## config.mk

```make
export PLATFORM = sky130hd
export DESIGN_NAME = multicycle_control_flat
export DESIGN_NICKNAME = d
export VERILOG_FILES = /design/src/rtl/multicycle_control_if.sv /design/src/rtl/multicycle_control.sv /design/src/flat_wrapper.sv
export SDC_FILE = /design/constraint.sdc
export NUM_CORES = 1
export LEC_CHECK = 0
export CELL_PAD_IN_SITES_DETAIL_PLACEMENT = 0
export CELL_PAD_IN_SITES_GLOBAL_PLACEMENT = 1
export CORE_MARGIN = 1
export CORE_UTILIZATION = 31
export CTS_BUF_LIST = sky130_fd_sc_hd__clkbuf_4
export CTS_CLUSTER_DIAMETER = 40
export DETAILED_ROUTE_END_ITERATION = 7
export PLACE_DENSITY = 0.95
export SETUP_SLACK_MARGIN = 0.5
export SKIP_LAST_GASP = 1
export SLEW_MARGIN = 20
export SYNTH_ARGS = -nofsm -noshare
export SYNTH_HDL_FRONTEND = slang
export SYNTH_SLANG_ARGS = --single-unit
```

## constraint.sdc

```tcl
create_clock -name clk -period 4.1 [get_ports clk]
set_input_delay 0.82 -clock clk [delete_from_list [all_inputs] [get_ports clk]]
set_output_delay 0.82 -clock clk [all_outputs]
set_load 0.02 [all_outputs]
```

## src/rtl/multicycle_control_if.sv

```systemverilog
// Control bus between the multicycle controller and the datapath.
// Latency: none. Wires only, the interface holds no state.
// Backpressure: none. The controller's wait states are driven by MemReady.
// Ports:
//   datapath -> controller: OP, Funct, Zero, MemReady
//   controller -> datapath: PCEn, IorD, MemRead, MemWrite, IRWrite, RegDst,
//                           MemtoReg, RegWrite, ALUSrcA, ALUSrcB, ALUOp,
//                           PCSource, State, IllegalOp
// Modports: master = controller side, slave = datapath side.
interface multicycle_control_if;
  // instruction fields and datapath status
  logic [5:0] OP;
  logic [5:0] Funct;
  logic       Zero;
  logic       MemReady;

  // datapath controls
  logic       PCEn;
  logic       IorD;
  logic       MemRead;
  logic       MemWrite;
  logic       IRWrite;
  logic [1:0] RegDst;
  logic [1:0] MemtoReg;
  logic       RegWrite;
  logic       ALUSrcA;
  logic [1:0] ALUSrcB;
  logic [2:0] ALUOp;
  logic [1:0] PCSource;
  logic [3:0] State;
  logic       IllegalOp;

  modport master (
    input  OP, Funct, Zero, MemReady,
    output PCEn, IorD, MemRead, MemWrite, IRWrite, RegDst, MemtoReg,
           RegWrite, ALUSrcA, ALUSrcB, ALUOp, PCSource, State, IllegalOp
  );

  modport slave (
    output OP, Funct, Zero, MemReady,
    input  PCEn, IorD, MemRead, MemWrite, IRWrite, RegDst, MemtoReg,
           RegWrite, ALUSrcA, ALUSrcB, ALUOp, PCSource, State, IllegalOp
  );
endinterface

```

## src/rtl/multicycle_control.sv

```systemverilog
// Multicycle MIPS-style control FSM. It sequences fetch, decode, execute, memory and writeback.
// Latency: lw 5 cycles, sw/R-type/I-type 4, branch/j/jal/jr 3, plus memory wait cycles.
// Backpressure: FETCH, MEMRD and MEMWR hold while MemReady is low. Other states ignore it.
// Ports:
//   clk   : rising-edge clock
//   reset : asynchronous, active-low
//   bus   : multicycle_control_if.master, which carries the opcode/status inputs and all control outputs
module multicycle_control (
  input  logic                        clk,
  input  logic                        reset,
  multicycle_control_if.master        bus
);

  typedef enum logic [3:0] {
    FETCH  = 4'd0,
    DECODE = 4'd1,
    MEMADR = 4'd2,
    MEMRD  = 4'd3,
    MEMWB  = 4'd4,
    MEMWR  = 4'd5,
    RTEXEC = 4'd6,
    ALUWB  = 4'd7,
    BRANCH = 4'd8,
    IEXEC  = 4'd9,
    IWB    = 4'd10,
    JUMP   = 4'd11,
    JAL    = 4'd12,
    JR     = 4'd13
  } state_t;

  localparam logic [5:0] OP_RTYPE = 6'h00;
  localparam logic [5:0] OP_J     = 6'h02;
  localparam logic [5:0] OP_JAL   = 6'h03;
  localparam logic [5:0] OP_BEQ   = 6'h04;
  localparam logic [5:0] OP_BNE   = 6'h05;
  localparam logic [5:0] OP_ADDI  = 6'h08;
  localparam logic [5:0] OP_ORI   = 6'h0D;
  localparam logic [5:0] OP_LUI   = 6'h0F;
  localparam logic [5:0] OP_LW    = 6'h23;
  localparam logic [5:0] OP_SW    = 6'h2B;
  localparam logic [5:0] FN_JR    = 6'h08;

  localparam logic [2:0] ALU_ADD  = 3'b000;
  localparam logic [2:0] ALU_SUB  = 3'b001;
  localparam logic [2:0] ALU_FUNC = 3'b010;
  localparam logic [2:0] ALU_OR   = 3'b011;
  localparam logic [2:0] ALU_LUI  = 3'b100;

  state_t state_q;
  state_t next_state;
  logic   illegal_q;
  logic   set_illegal;

  // Reset blocks the completion of a fetch. Without this gate, PCEn or
  // IRWrite could pulse while reset is held with MemReady high.
  logic   mem_ready;
  assign mem_ready = bus.MemReady & reset;

  logic       pc_en;
  logic       i_or_d;
  logic       mem_read;
  logic       mem_write;
  logic       ir_write;
  logic [1:0] reg_dst;
  logic [1:0] mem_to_reg;
  logic       reg_write;
  logic       alu_src_a;
  logic [1:0] alu_src_b;
  logic [2:0] alu_op;
  logic [1:0] pc_source;

  // State register and sticky illegal-opcode flag.
  always_ff @(posedge clk or negedge reset) begin
    if (!reset) begin
      state_q   <= FETCH;
      illegal_q <= 1'b0;
    end else begin
      state_q   <= next_state;
      if (set_illegal) begin
        illegal_q <= 1'b1;
      end
    end
  end

  // Next-state and Moore output decode. Every control defaults to 0, so each
  // state only lists the signals it asserts.
  always_comb begin
    next_state  = FETCH;
    set_illegal = 1'b0;
    pc_en       = 1'b0;
    i_or_d      = 1'b0;
    mem_read    = 1'b0;
    mem_write   = 1'b0;
    ir_write    = 1'b0;
    reg_dst     = 2'd0;
    mem_to_reg  = 2'd0;
    reg_write   = 1'b0;
    alu_src_a   = 1'b0;
    alu_src_b   = 2'd0;
    alu_op      = ALU_ADD;
    pc_source   = 2'd0;

    case (state_q)
      FETCH: begin
        // The ALU computes PC+4 while the instruction is read.
        mem_read  = 1'b1;
        alu_src_b = 2'd1;
        if (mem_ready) begin
          ir_write   = 1'b1;
          pc_en      = 1'b1;
          next_state = DECODE;
        end else begin
          next_state = FETCH;
        end
      end

      DECODE: begin
        // The branch target goes into ALUOut before the opcode is known.
        alu_src_b = 2'd3;
        case (bus.OP)
          OP_LW, OP_SW:            next_state = MEMADR;
          OP_RTYPE:                next_state = (bus.Funct == FN_JR) ? JR : RTEXEC;
          OP_BEQ, OP_BNE:          next_state = BRANCH;
          OP_ADDI, OP_ORI, OP_LUI: next_state = IEXEC;
          OP_J:                    next_state = JUMP;
          OP_JAL:                  next_state = JAL;
          default: begin
            set_illegal = 1'b1;
            next_state  = FETCH;
          end
        endcase
      end

      MEMADR: begin
        alu_src_a  = 1'b1;
        alu_src_b  = 2'd2;
        next_state = (bus.OP == OP_LW) ? MEMRD : MEMWR;
      end

      MEMRD: begin
        i_or_d     = 1'b1;
        mem_read   = 1'b1;
        next_state = mem_ready ? MEMWB : MEMRD;
      end

      MEMWB: begin
        mem_to_reg = 2'd1;
        reg_write  = 1'b1;
        next_state = FETCH;
      end

      MEMWR: begin
        i_or_d     = 1'b1;
        mem_write  = 1'b1;
        next_state = mem_ready ? FETCH : MEMWR;
      end

      RTEXEC: begin
        alu_src_a  = 1'b1;
        alu_op     = ALU_FUNC;
        next_state = ALUWB;
      end

      ALUWB: begin
        reg_dst    = 2'd1;
        reg_write  = 1'b1;
        next_state = FETCH;
      end

      BRANCH: begin
        // The ALU compares rs and rt. The PC takes the target held in ALUOut
        // since DECODE.
        alu_src_a  = 1'b1;
        alu_op     = ALU_SUB;
        pc_source  = 2'd1;
        pc_en      = (bus.OP == OP_BEQ) ? bus.Zero : ~bus.Zero;
        next_state = FETCH;
      end

      IEXEC: begin
        alu_src_a = 1'b1;
        alu_src_b = 2'd2;
        case (bus.OP)
          OP_ORI:  alu_op = ALU_OR;
          OP_LUI:  alu_op = ALU_LUI;
          default: alu_op = ALU_ADD;
        endcase
        next_state = IWB;
      end

      IWB: begin
        reg_write  = 1'b1;
        next_state = FETCH;
      end

      JUMP: begin
        pc_source  = 2'd2;
        pc_en      = 1'b1;
        next_state = FETCH;
      end

      JAL: begin
        // The link write uses the PC value, which is already PC+4, in the
        // same cycle that the PC takes the jump target.
        pc_source  = 2'd2;
        pc_en      = 1'b1;
        reg_dst    = 2'd2;
        mem_to_reg = 2'd2;
        reg_write  = 1'b1;
        next_state = FETCH;
      end

      JR: begin
        pc_source  = 2'd3;
        pc_en      = 1'b1;
        next_state = FETCH;
      end

      default: begin
        // Codes 14 and 15 recover to FETCH with every output inactive.
        next_state = FETCH;
      end
    endcase
  end

  assign bus.PCEn      = pc_en;
  assign bus.IorD      = i_or_d;
  assign bus.MemRead   = mem_read;
  assign bus.MemWrite  = mem_write;
  assign bus.IRWrite   = ir_write;
  assign bus.RegDst    = reg_dst;
  assign bus.MemtoReg  = mem_to_reg;
  assign bus.RegWrite  = reg_write;
  assign bus.ALUSrcA   = alu_src_a;
  assign bus.ALUSrcB   = alu_src_b;
  assign bus.ALUOp     = alu_op;
  assign bus.PCSource  = pc_source;
  assign bus.State     = state_q;
  assign bus.IllegalOp = illegal_q;

endmodule

```

## src/flat_wrapper.sv

```systemverilog
// flat-port wrapper written by rule: the top's interface ports become plain ports
module multicycle_control_flat 
  (clk, reset, bus_OP, bus_Funct, bus_Zero, bus_MemReady, bus_PCEn, bus_IorD, bus_MemRead, bus_MemWrite, bus_IRWrite, bus_RegDst, bus_MemtoReg, bus_RegWrite, bus_ALUSrcA, bus_ALUSrcB, bus_ALUOp, bus_PCSource, bus_State, bus_IllegalOp);
  multicycle_control_if bus_i ();
  input  logic clk;
  input  logic reset;
  input wire logic [$bits(bus_i.OP)-1:0] bus_OP;
  input wire logic [$bits(bus_i.Funct)-1:0] bus_Funct;
  input wire logic [$bits(bus_i.Zero)-1:0] bus_Zero;
  input wire logic [$bits(bus_i.MemReady)-1:0] bus_MemReady;
  output wire logic [$bits(bus_i.PCEn)-1:0] bus_PCEn;
  output wire logic [$bits(bus_i.IorD)-1:0] bus_IorD;
  output wire logic [$bits(bus_i.MemRead)-1:0] bus_MemRead;
  output wire logic [$bits(bus_i.MemWrite)-1:0] bus_MemWrite;
  output wire logic [$bits(bus_i.IRWrite)-1:0] bus_IRWrite;
  output wire logic [$bits(bus_i.RegDst)-1:0] bus_RegDst;
  output wire logic [$bits(bus_i.MemtoReg)-1:0] bus_MemtoReg;
  output wire logic [$bits(bus_i.RegWrite)-1:0] bus_RegWrite;
  output wire logic [$bits(bus_i.ALUSrcA)-1:0] bus_ALUSrcA;
  output wire logic [$bits(bus_i.ALUSrcB)-1:0] bus_ALUSrcB;
  output wire logic [$bits(bus_i.ALUOp)-1:0] bus_ALUOp;
  output wire logic [$bits(bus_i.PCSource)-1:0] bus_PCSource;
  output wire logic [$bits(bus_i.State)-1:0] bus_State;
  output wire logic [$bits(bus_i.IllegalOp)-1:0] bus_IllegalOp;
  assign bus_i.OP = bus_OP;
  assign bus_i.Funct = bus_Funct;
  assign bus_i.Zero = bus_Zero;
  assign bus_i.MemReady = bus_MemReady;
  assign bus_PCEn = bus_i.PCEn;
  assign bus_IorD = bus_i.IorD;
  assign bus_MemRead = bus_i.MemRead;
  assign bus_MemWrite = bus_i.MemWrite;
  assign bus_IRWrite = bus_i.IRWrite;
  assign bus_RegDst = bus_i.RegDst;
  assign bus_MemtoReg = bus_i.MemtoReg;
  assign bus_RegWrite = bus_i.RegWrite;
  assign bus_ALUSrcA = bus_i.ALUSrcA;
  assign bus_ALUSrcB = bus_i.ALUSrcB;
  assign bus_ALUOp = bus_i.ALUOp;
  assign bus_PCSource = bus_i.PCSource;
  assign bus_State = bus_i.State;
  assign bus_IllegalOp = bus_i.IllegalOp;
  multicycle_control u_core (.clk(clk), .reset(reset), .bus(bus_i));
endmodule
```

### Word-level counts from Yosys, hierarchy flattened

Cells that the tools add are included.

| word-level totals | value |
|---|---|
| logic and storage cells | 64 |
| bits of input ports | 16 |
| output and inout port bits | 23 |
| flip-flop bits (word level) | 5 |

| cells by class | value |
|---|---|
| bitwise logic cells | 2 |
| equality and inequality tests | 23 |
| reductions and logical operators | 13 |
| muxes and demuxes | 24 |

Operators by type and width:

| kind | count |
|---|---|
| 4-bit case mux with 7 select lines | 1 |
| 4-bit == test, second input constant | 6 |
| 6-bit by 4-bit == test with 1-bit output, second input constant | 4 |
| 4-bit case mux with 6 select lines | 1 |
| 4-bit by 3-bit == test with 1-bit output, second input constant | 4 |
| 6-bit by 2-bit == test with 1-bit output, second input constant | 2 |
| 6-bit by 3-bit == test with 1-bit output, second input constant | 2 |
| 6-bit == test, second input constant | 2 |
| 2-bit case mux with 3 select lines | 2 |
| 2-bit OR reduction | 6 |
| 1-bit 2-to-1 mux | 11 |
| 10-bit OR reduction | 1 |
| 3-bit 2-to-1 mux | 3 |
| 3-bit case mux with 3 select lines | 1 |
| 4-bit by 2-bit == test with 1-bit output, second input constant | 2 |
| 2-bit case mux with 2 select lines | 2 |
| 4-bit OR reduction | 2 |
| 6-bit logical NOT | 1 |
| 3-bit case mux with 2 select lines | 1 |
| 3-bit OR reduction | 2 |
| 4-bit by 1-bit == test with 1-bit output, second input constant | 1 |
| 4-bit logical NOT | 1 |
| 4-bit 2-to-1 mux | 1 |
| 1-bit case mux with 3 select lines | 1 |
| 2 further kinds | 2 |

### Longest topological paths before layout

Gate-level depths: netlist of the first run.

| depth | value |
|---|---|
| depth after elaboration | 4 |
| gate-level depth with buffers | 5 |
| gate-level depth less buffers | 4 |

### Least setup slack after synthesis of the first run

No wires, ideal clock.

| timing path | value |
|---|---|
| kind | input port to output port |
| start point | in bus_OP[4] |
| end point | out bus_ALUOp[0] |
| arrival | 2037 ps |
| data required time | 3280 ps |
| stages on the path | 4 |
| setup slack | 1243 ps |
| path buffers | 0 |
| cells stage by stage | nor2_1 inv_1 or3_1 a211oi_1 |

| between the ends | value |
|---|---|
| cells in the longest elaborated chain, start to end | 3 |
| elaborated cells between the ends (all ways) | 4 |
| those cells by class | eq/ne: 2; mux: 2 |

Ends and longest elaborated chain:

| element | line | source |
|---|---|---|
| start, declared | flat_wrapper.sv:7 | `input wire logic [$bits(bus_i.OP)-1:0] bus_OP;` |
| 6-bit by 4-bit == test with 1-bit output | multicycle_control.sv:183 | `case (bus.OP)` |
| 3-bit case mux with 2 select lines * | multicycle_control.sv:183 |  |
| 3-bit case mux with 3 select lines * | multicycle_control.sv:103 | `case (state_q)` |
| end, declared | flat_wrapper.sv:21 | `output wire logic [$bits(bus_i.ALUOp)-1:0] bus_ALUOp;` |

Mark *: on every way between the ends. The rest lies on a longest branch, timed or not.

### Worst setup path in the final report of the first run

| timing path | value |
|---|---|
| start point | in bus_OP[2] |
| end point | out bus_ALUOp[2] |

The elaborated chain is that of the path after synthesis.

==> flow_summary_export.csv, run 1 <==
group,metric,value,unit
drt,wl_met2,1200,um
clock_tree,numCtsBuffers,3,
worst_setup_path,cpMostUsedCell,"clkdlybuf4s50_1",
place,dp_cells,179,
die,core_region_area,2540,sq um
worst_setup_path,crit_slowest_cell,"clkdlybuf4s50_1",
die,rows,18,
place,place_hpwl,1860,um
finish,layout.nets,170,
drt,top_layer,"met4",
power_and_ir_drop,p_per_area,177,nW/um^2
finish,regArea,125,sq um
sta,maxSlewHeadroom,65.6,%
drt,drt_iter0_markers,15,
worst_setup_path,critPathCaptureType,"primary output",
yosys,yosysUniqueCellTypes,48,
yosys,synth_area_per_cell,7.33,sq um
finish,multi_input_area,659,sq um
sta,finalCritPeriodShare,84.0,%
clock_tree,path_clk_slew,0.05,ns
yosys,synth_edf_count,0,
sta,hold_viol,0,
place,gp_congestion,0.859,
yosys,synth_area,851,sq um
drt,drc,0,
sta,clock_skew,0.00131,ns
drt,vias,1026,
clock_tree,cts-root-buf,"clkbuf_4",
die,initial_core_util,33.4,%
power_and_ir_drop,p_clk_share,28.1,%
sta,slew_violations,0,
power_and_ir_drop,p_int,139,uW
die,num_io_pins,39,
clock_tree,postCtsHoldBufs,0,
yosys,syn_inst,116,
finish,final_layout_size_suffix_gt1_share,11.8,%
finish,n_fill_cell,283,
grt,antenna_found_initial,0,
grt,grt_pass1_vias,945,
finish,final_cells,183,
yosys,synth_top_flop_cell,"dfrtp_1",
sta,worstMarginPinSlew,0.516,ns
grt,grt_pass1_wl,3930,um
sta,fin_tns_setup,0,ns
clock_tree,cts_setup_buffers,0,
yosys,async_reset_ff_share,100,%
drt,drt_pre_antenna_iters,4,
sta,max_freq,290,MHz
worst_setup_path,crit_required,3.28,ns
worst_setup_path,path_cells,"clkdlybuf4s50_1 -> buf_4 -> nand2_1 -> nor4_1 -> clkdlybuf4s50_1",
power_and_ir_drop,seqPwrFrac,26.4,%
grt,overflow,0,
grt,grt_max_degree,18,
worst_setup_path,worstSetupStartpointType,"input port",
place,placed_area,1240,sq um
power_and_ir_drop,finalPower,226,uW
finish,final_area,1270,sq um
clock_tree,cts_tree,"done",
job,drv_cap,0,
die,die-area,2960,sq um
drt,drt-met1-wl,1070,um
drt,dr_wl_met3,127,um
sta,period_needed,3.45,ns
clock_tree,clockBufferDepth,2,
power_and_ir_drop,peakVddDrop,0.0000901,V
worst_setup_path,crit_fanout,13,
worst_hold_path,min_path_type,"reg -> reg",
yosys,ys_seq_area_share,14.7,%
run_status,status,"completed",
drt,vias_per_cell,5.61,
yosys,syn_nets,132,
drt,drt_wl_total,2450,um
finish,area_growth,49.7,%
die,die_x,54.4,um
yosys,synth-seq-cells,5,
power_and_ir_drop,pwr-share-comb,45.5,%
power_and_ir_drop,swShare,38.5,%
drt,postRouteAntennaNets,0,
grt,grt_usage,18.3,%
clock_tree,htree_levels,1,
worst_setup_path,path_class,"in -> out",
sta,rsz0062_at_grt,"no",
power_and_ir_drop,cellLeakagePower,0.000497,uW
worst_setup_path,worstPathArrival,2.63,ns
clock_tree,clk_latency,0.26,ns
sta,hold_ws,0.471,ns
finish,diodes,0,
yosys,ys_warn_count,0,
worst_setup_path,crit_family,"buffers and inverters",
yosys,netlist.area_leader.share,14.7,%
yosys,synth.top_cells.by_area,"dfrtp_1 (15%), nor2_1 (5.7%), nand2b_1 (5.1%)",
worst_setup_path,crit_buf_inv,3,
sta,finalSetupViolCount,0,
die,die_h,54.4,um
yosys,yosysTopAreaCell,"dfrtp_1",
place,io_buffers,38,
clock_tree,cts_num_sinks,5,
power_and_ir_drop,power.switching,87.1,uW
worst_setup_path,max_stage_delay,0.67,ns
drt,avgRoutedWirePerCell,13.4,um
[per-stage QoR]
step                setup slack [ns]  util, %
finish                         0.654     50.0
global route                   0.550     50.0
CTS                            0.566     49.7
detailed placement             0.235     48.6
global placement               0.300     48.6
floorplan                       1.24        -
[power by group through the flow]
stage | registers [uW] | logic (uW) | clock network, uW
4_1_cts | 59.6 | 102 | 64.7
3_5_place_dp | 60.5 | 102 | 0
6_report | 59.6 | 103 | 63.6
3_3_place_gp | 60.2 | 99.8 | 0
2_1_floorplan | 57.5 | 59.0 | 0
5_1_grt | 60.6 | 112 | 64.6
[synth_stat cells (all sizes together), types with 2 or more instances]
cell and number:
o21a 2, nor4b 2, buf 6, nor4 2, dfrtp 5, nand3 3
nor3 5, nand2b 7, nor2b 5, and2b 4, o22a 2, nand2 7
o22ai 2, nor2 13, a21oi 4, o21ai 8, a21boi 2, or3 2
nand3b 3, a2111oi 3, clkbuf 3, a211oi 3, and3 3, inv 3
[per-layer routing]
metal  up-vias  track usage (%)
met4         0             11.1
li1        504                -
met5         -                0
met1       472             20.7
met2        43             33.1
met3         7             1.11
[kinds of logic (layout without fill, tap and decap cells)]
group	count (synthesis)	after routing	share of synthesized area [%]
xor+xnor	2	2	2.06
simple gates	61	61	43.5
flops	5	5	14.7
mux	1	1	1.18
compound gates	35	35	29.9
buf+inv	12	49	8.68
[final timing paths]
| kind | start | end | slack [ns] | depth (start not counted) |
|---|---|---|---|---|
| hold / removal | u_core.bus.IllegalOp$_DFFE_PN0P_ | u_core.bus.IllegalOp$_DFFE_PN0P_ | 0.47 | 1 |
| setup / recovery | bus_OP[2] | bus_ALUOp[2] | 0.65 | 5 |
| max in group asynchronous | reset | u_core.bus.State[2]$_DFF_PN0_ | 3.07 | 1 |
| hold reg to reg | u_core.bus.IllegalOp$_DFFE_PN0P_ | u_core.bus.IllegalOp$_DFFE_PN0P_ | 0.47 | 1 |
| setup reg to reg | u_core.bus.State[1]$_DFF_PN0_ | u_core.bus.State[2]$_DFF_PN0_ | 2.31 | 4 |
| min in group asynchronous | reset | u_core.bus.IllegalOp$_DFFE_PN0P_ | 0.81 | 1 |
[cell usage in the layout (no fill, tap or decap), types with 2 or more instances in the layout]
cell / Yosys / final
nor4_1: 2 / 2
o22a_1: 2 / 2
nand2b_1: 7 / 7
a21boi_0: 2 / 2
nand2_1: 7 / 7
dfrtp_1: 5 / 5
o21a_1: 2 / 2
a21oi_1: 4 / 4
and2b_2: 3 / 3
nor2_1: 13 / 12
buf_4: 2 / 4
clkbuf_4: 0 / 3
a211oi_1: 3 / 3
a2111oi_0: 2 / 2
nor3_1: 5 / 5
dlymetal6s2s_1: 0 / 2
or3_1: 2 / 2
dlygate4sd2_1: 0 / 2
nor2b_1: 5 / 5
o21ai_1: 2 / 2
o22ai_1: 2 / 2
nand3b_1: 3 / 3
o21ai_0: 6 / 6
nand3_1: 3 / 3
clkdlybuf4s50_1: 0 / 34
inv_1: 3 / 3
and3_1: 3 / 3
[area by class of cell]
type	instances	share of cell area (%)
inverter	3	0.884
clock inverter	1	0.393
timing repair buffer	42	32.4
sequential	5	9.82
tap	30	2.95
clock buffer	3	1.77
multi-input combinational	99	51.8
[state kept, by name, indices dropped and copies added (netlist names)]
register and cells:
u_core.bus.IllegalOp 1, u_core.bus.State 4
[what timing repair did]
action / CTS / global route
gates cloned: 0 / 0
endpoints found under the hold margin: 0 / 0
pin swaps: 0 / 0
endpoints found under the setup margin: 2 / 3
resized for setup: 3 / 3
Power figures use the tool's default switching activity.
==> run 2: changes to the inputs <==
--- a/config.mk
+++ b/config.mk
@@ -8,11 +8,11 @@
 export CELL_PAD_IN_SITES_DETAIL_PLACEMENT = 0
 export CELL_PAD_IN_SITES_GLOBAL_PLACEMENT = 1
 export CORE_MARGIN = 1
-export CORE_UTILIZATION = 31
+export CORE_UTILIZATION = 26
 export CTS_BUF_LIST = sky130_fd_sc_hd__clkbuf_4
 export CTS_CLUSTER_DIAMETER = 40
 export DETAILED_ROUTE_END_ITERATION = 7
-export PLACE_DENSITY = 0.95
+export PLACE_DENSITY = 0.87
 export SETUP_SLACK_MARGIN = 0.5
 export SKIP_LAST_GASP = 1
 export SLEW_MARGIN = 20
==> constraint.sdc (replaced) <==
create_clock -name clk -period 3.1 [get_ports clk]
set_input_delay 0.62 -clock clk [delete_from_list [all_inputs] [get_ports clk]]
set_output_delay 0.62 -clock clk [all_outputs]
set_load 0.02 [all_outputs]
==> run 2 against run 1 <==
Compared with the run above:
- routed wire length grew 9.4%
- die area increased by 18%
- global-route usage shrank 2.3 points
- via count rose by 4.0%
- largest power group unchanged
- highest routed layer unchanged
==> flow_summary_export.csv, run 2 (same netlist as run 1, synthesis figures left out) <==
group,metric,value,unit
drt,drc,0,
clock_tree,path_clk_slew,0.04,ns
finish,final_common_cell,"clkdlybuf4s50_1",
grt,antenna_found_initial,0,
worst_setup_path,critPathCaptureType,"primary output",
worst_setup_path,crit_buf_inv,2,
finish,final_layout_size_suffix_gt1_share,25.5,%
grt,grt_pass1_wl,4350,um
worst_setup_path,r2r_cells,5,
worst_setup_path,max_stage_delay,0.63,ns
clock_tree,cts_tree,"done",
sta,period_needed,2.52,ns
place,io_buffers,38,
place,gp_congestion,0.836,
drt,drt_iter0_markers,53,
finish,largest_reg_flops,4,
drt,drt_pre_antenna_iters,4,
worst_setup_path,crit_required,2.48,ns
drt,vias_per_cell,5.20,
sta,slew_violations,0,
finish,layout_common_cells,"clkdlybuf4s50_1 (26), buf_4 (15), nor2_1 (11)",
die,rows,20,
clock_tree,htree_levels,1,
die,initial_core_util,27.6,%
worst_setup_path,crit_family,"buffers and inverters",
finish,layout.nets,178,
sta,finalSetupViolCount,0,
clock_tree,postCtsHoldBufs,0,
run_status,status,"completed",
job,drv_cap,0,
die,die_x,59.2,um
power_and_ir_drop,cellLeakagePower,0.000567,uW
finish,final_core_util,45.0,%
power_and_ir_drop,peakVddDrop,0.0000817,V
finish,final_area,1380,sq um
worst_setup_path,path_cells,"nand2b_1 -> inv_1 -> a21oi_1 -> o22ai_1 -> clkdlybuf4s50_1",
die,core_region_area,3080,sq um
clock_tree,clockBufferDepth,2,
sta,rsz0062_at_grt,"no",
sta,clock_skew,0.00175,ns
worst_hold_path,hold_depth,1,
die,die-area,3510,sq um
power_and_ir_drop,p_per_area,223,nW/um^2
grt,overflow,0,
sta,setup_ws,0.580,ns
clock_tree,numCtsBuffers,3,
worst_setup_path,crit_fanout,17,
sta,finalCritPeriodShare,81.3,%
die,die_h,59.2,um
clock_tree,cts_num_sinks,5,
worst_hold_path,min_path_type,"reg -> reg",
drt,avgRoutedWirePerCell,13.1,um
finish,diodes,0,
sta,hold_viol,0,
clock_tree,cts-root-buf,"clkbuf_4",
die,num_io_pins,39,
sta,worstMarginPinSlew,0.472,ns
worst_setup_path,worstPathArrival,1.90,ns
sta,hold_ws,0.466,ns
grt,grt_usage,16.0,%
finish,area_growth,62.6,%
worst_setup_path,crit_slowest_cell,"clkdlybuf4s50_1",
worst_setup_path,path_class,"reg -> out",
worst_setup_path,worstSetupStartpointType,"flop",
clock_tree,clk_latency,0.25,ns
place,dp_worst_setup_slack,-0.0860,ns
worst_setup_path,crit_cells,5,
place,placed_area,1310,sq um
drt,postRouteAntennaNets,0,
sta,maxSlewHeadroom,67.7,%
place,place_hpwl,2050,um
grt,grt_pass1_vias,997,
sta,max_freq,397,MHz
drt,vias,1067,
grt,grt_max_degree,18,
drt,drt_wl_total,2680,um
run 2: cell type report:
class | instances | area, sq um
clock buffers | 4 | 30.0
fillers | 326 | 1690
inverters | 3 | 11.3
multi-input cells | 99 | 692
flip-flops and latches | 5 | 129
well taps | 44 | 55.1
repair buffers | 50 | 467
run 2: power by group:
| part | switching (uW) | internal, uW | total [uW] | leakage (uW) |
|---|---|---|---|---|
| clock network | 28.5 | 57.5 | 86.0 | 0.0000184 |
| registers | 10.1 | 68.6 | 78.7 | 0.0000588 |
| logic | 71.9 | 71.6 | 144 | 0.000489 |
| total | 110 | 198 | 308 | 0.000567 |
run 2: path summary, 6_finish.rpt:
kind	endpoint	from	slack, ns
setup / recovery	bus_RegWrite	u_core.bus.State[2]$_DFF_PN0_	0.58
hold / removal	u_core.bus.IllegalOp$_DFFE_PN0P_	u_core.bus.IllegalOp$_DFFE_PN0P_	0.47
setup reg to reg	u_core.bus.State[2]$_DFF_PN0_	u_core.bus.State[1]$_DFF_PN0_	1.38
hold reg to reg	u_core.bus.IllegalOp$_DFFE_PN0P_	u_core.bus.IllegalOp$_DFFE_PN0P_	0.47
max in group asynchronous	u_core.bus.State[0]$_DFF_PN0_	reset	2.31
min in group asynchronous	u_core.bus.State[1]$_DFF_PN0_	reset	0.67
run 2: what timing repair did:
item / CTS / global route
gates resized for setup: 24 / 16
setup endpoints to repair: 10 / 4
pin swaps: 0 / 4
hold endpoints to repair: 0 / 0
buffers inserted: 0 / 0
run 2: metal layers:
layer / global-route usage, % / vias to the layer above / share of wire (%)
met4: 8.16 / 0 / 1.5
met2: 26.3 / 48 / 49
met5: 0 / - / 0
met1: 20.8 / 493 / 43
met3: 1.31 / 5 / 6.1
li1: - / 521 / -
run 2: stage by stage:
step                      setup TNS, ns  total power [uW]  std cells
after global routing                  0               329        205
final                                 0               308        205
after floorplan                       0               154        116
after detailed placement        -0.0926               223        201
after CTS                             0               308        205
after global placement          -0.0900               220        201
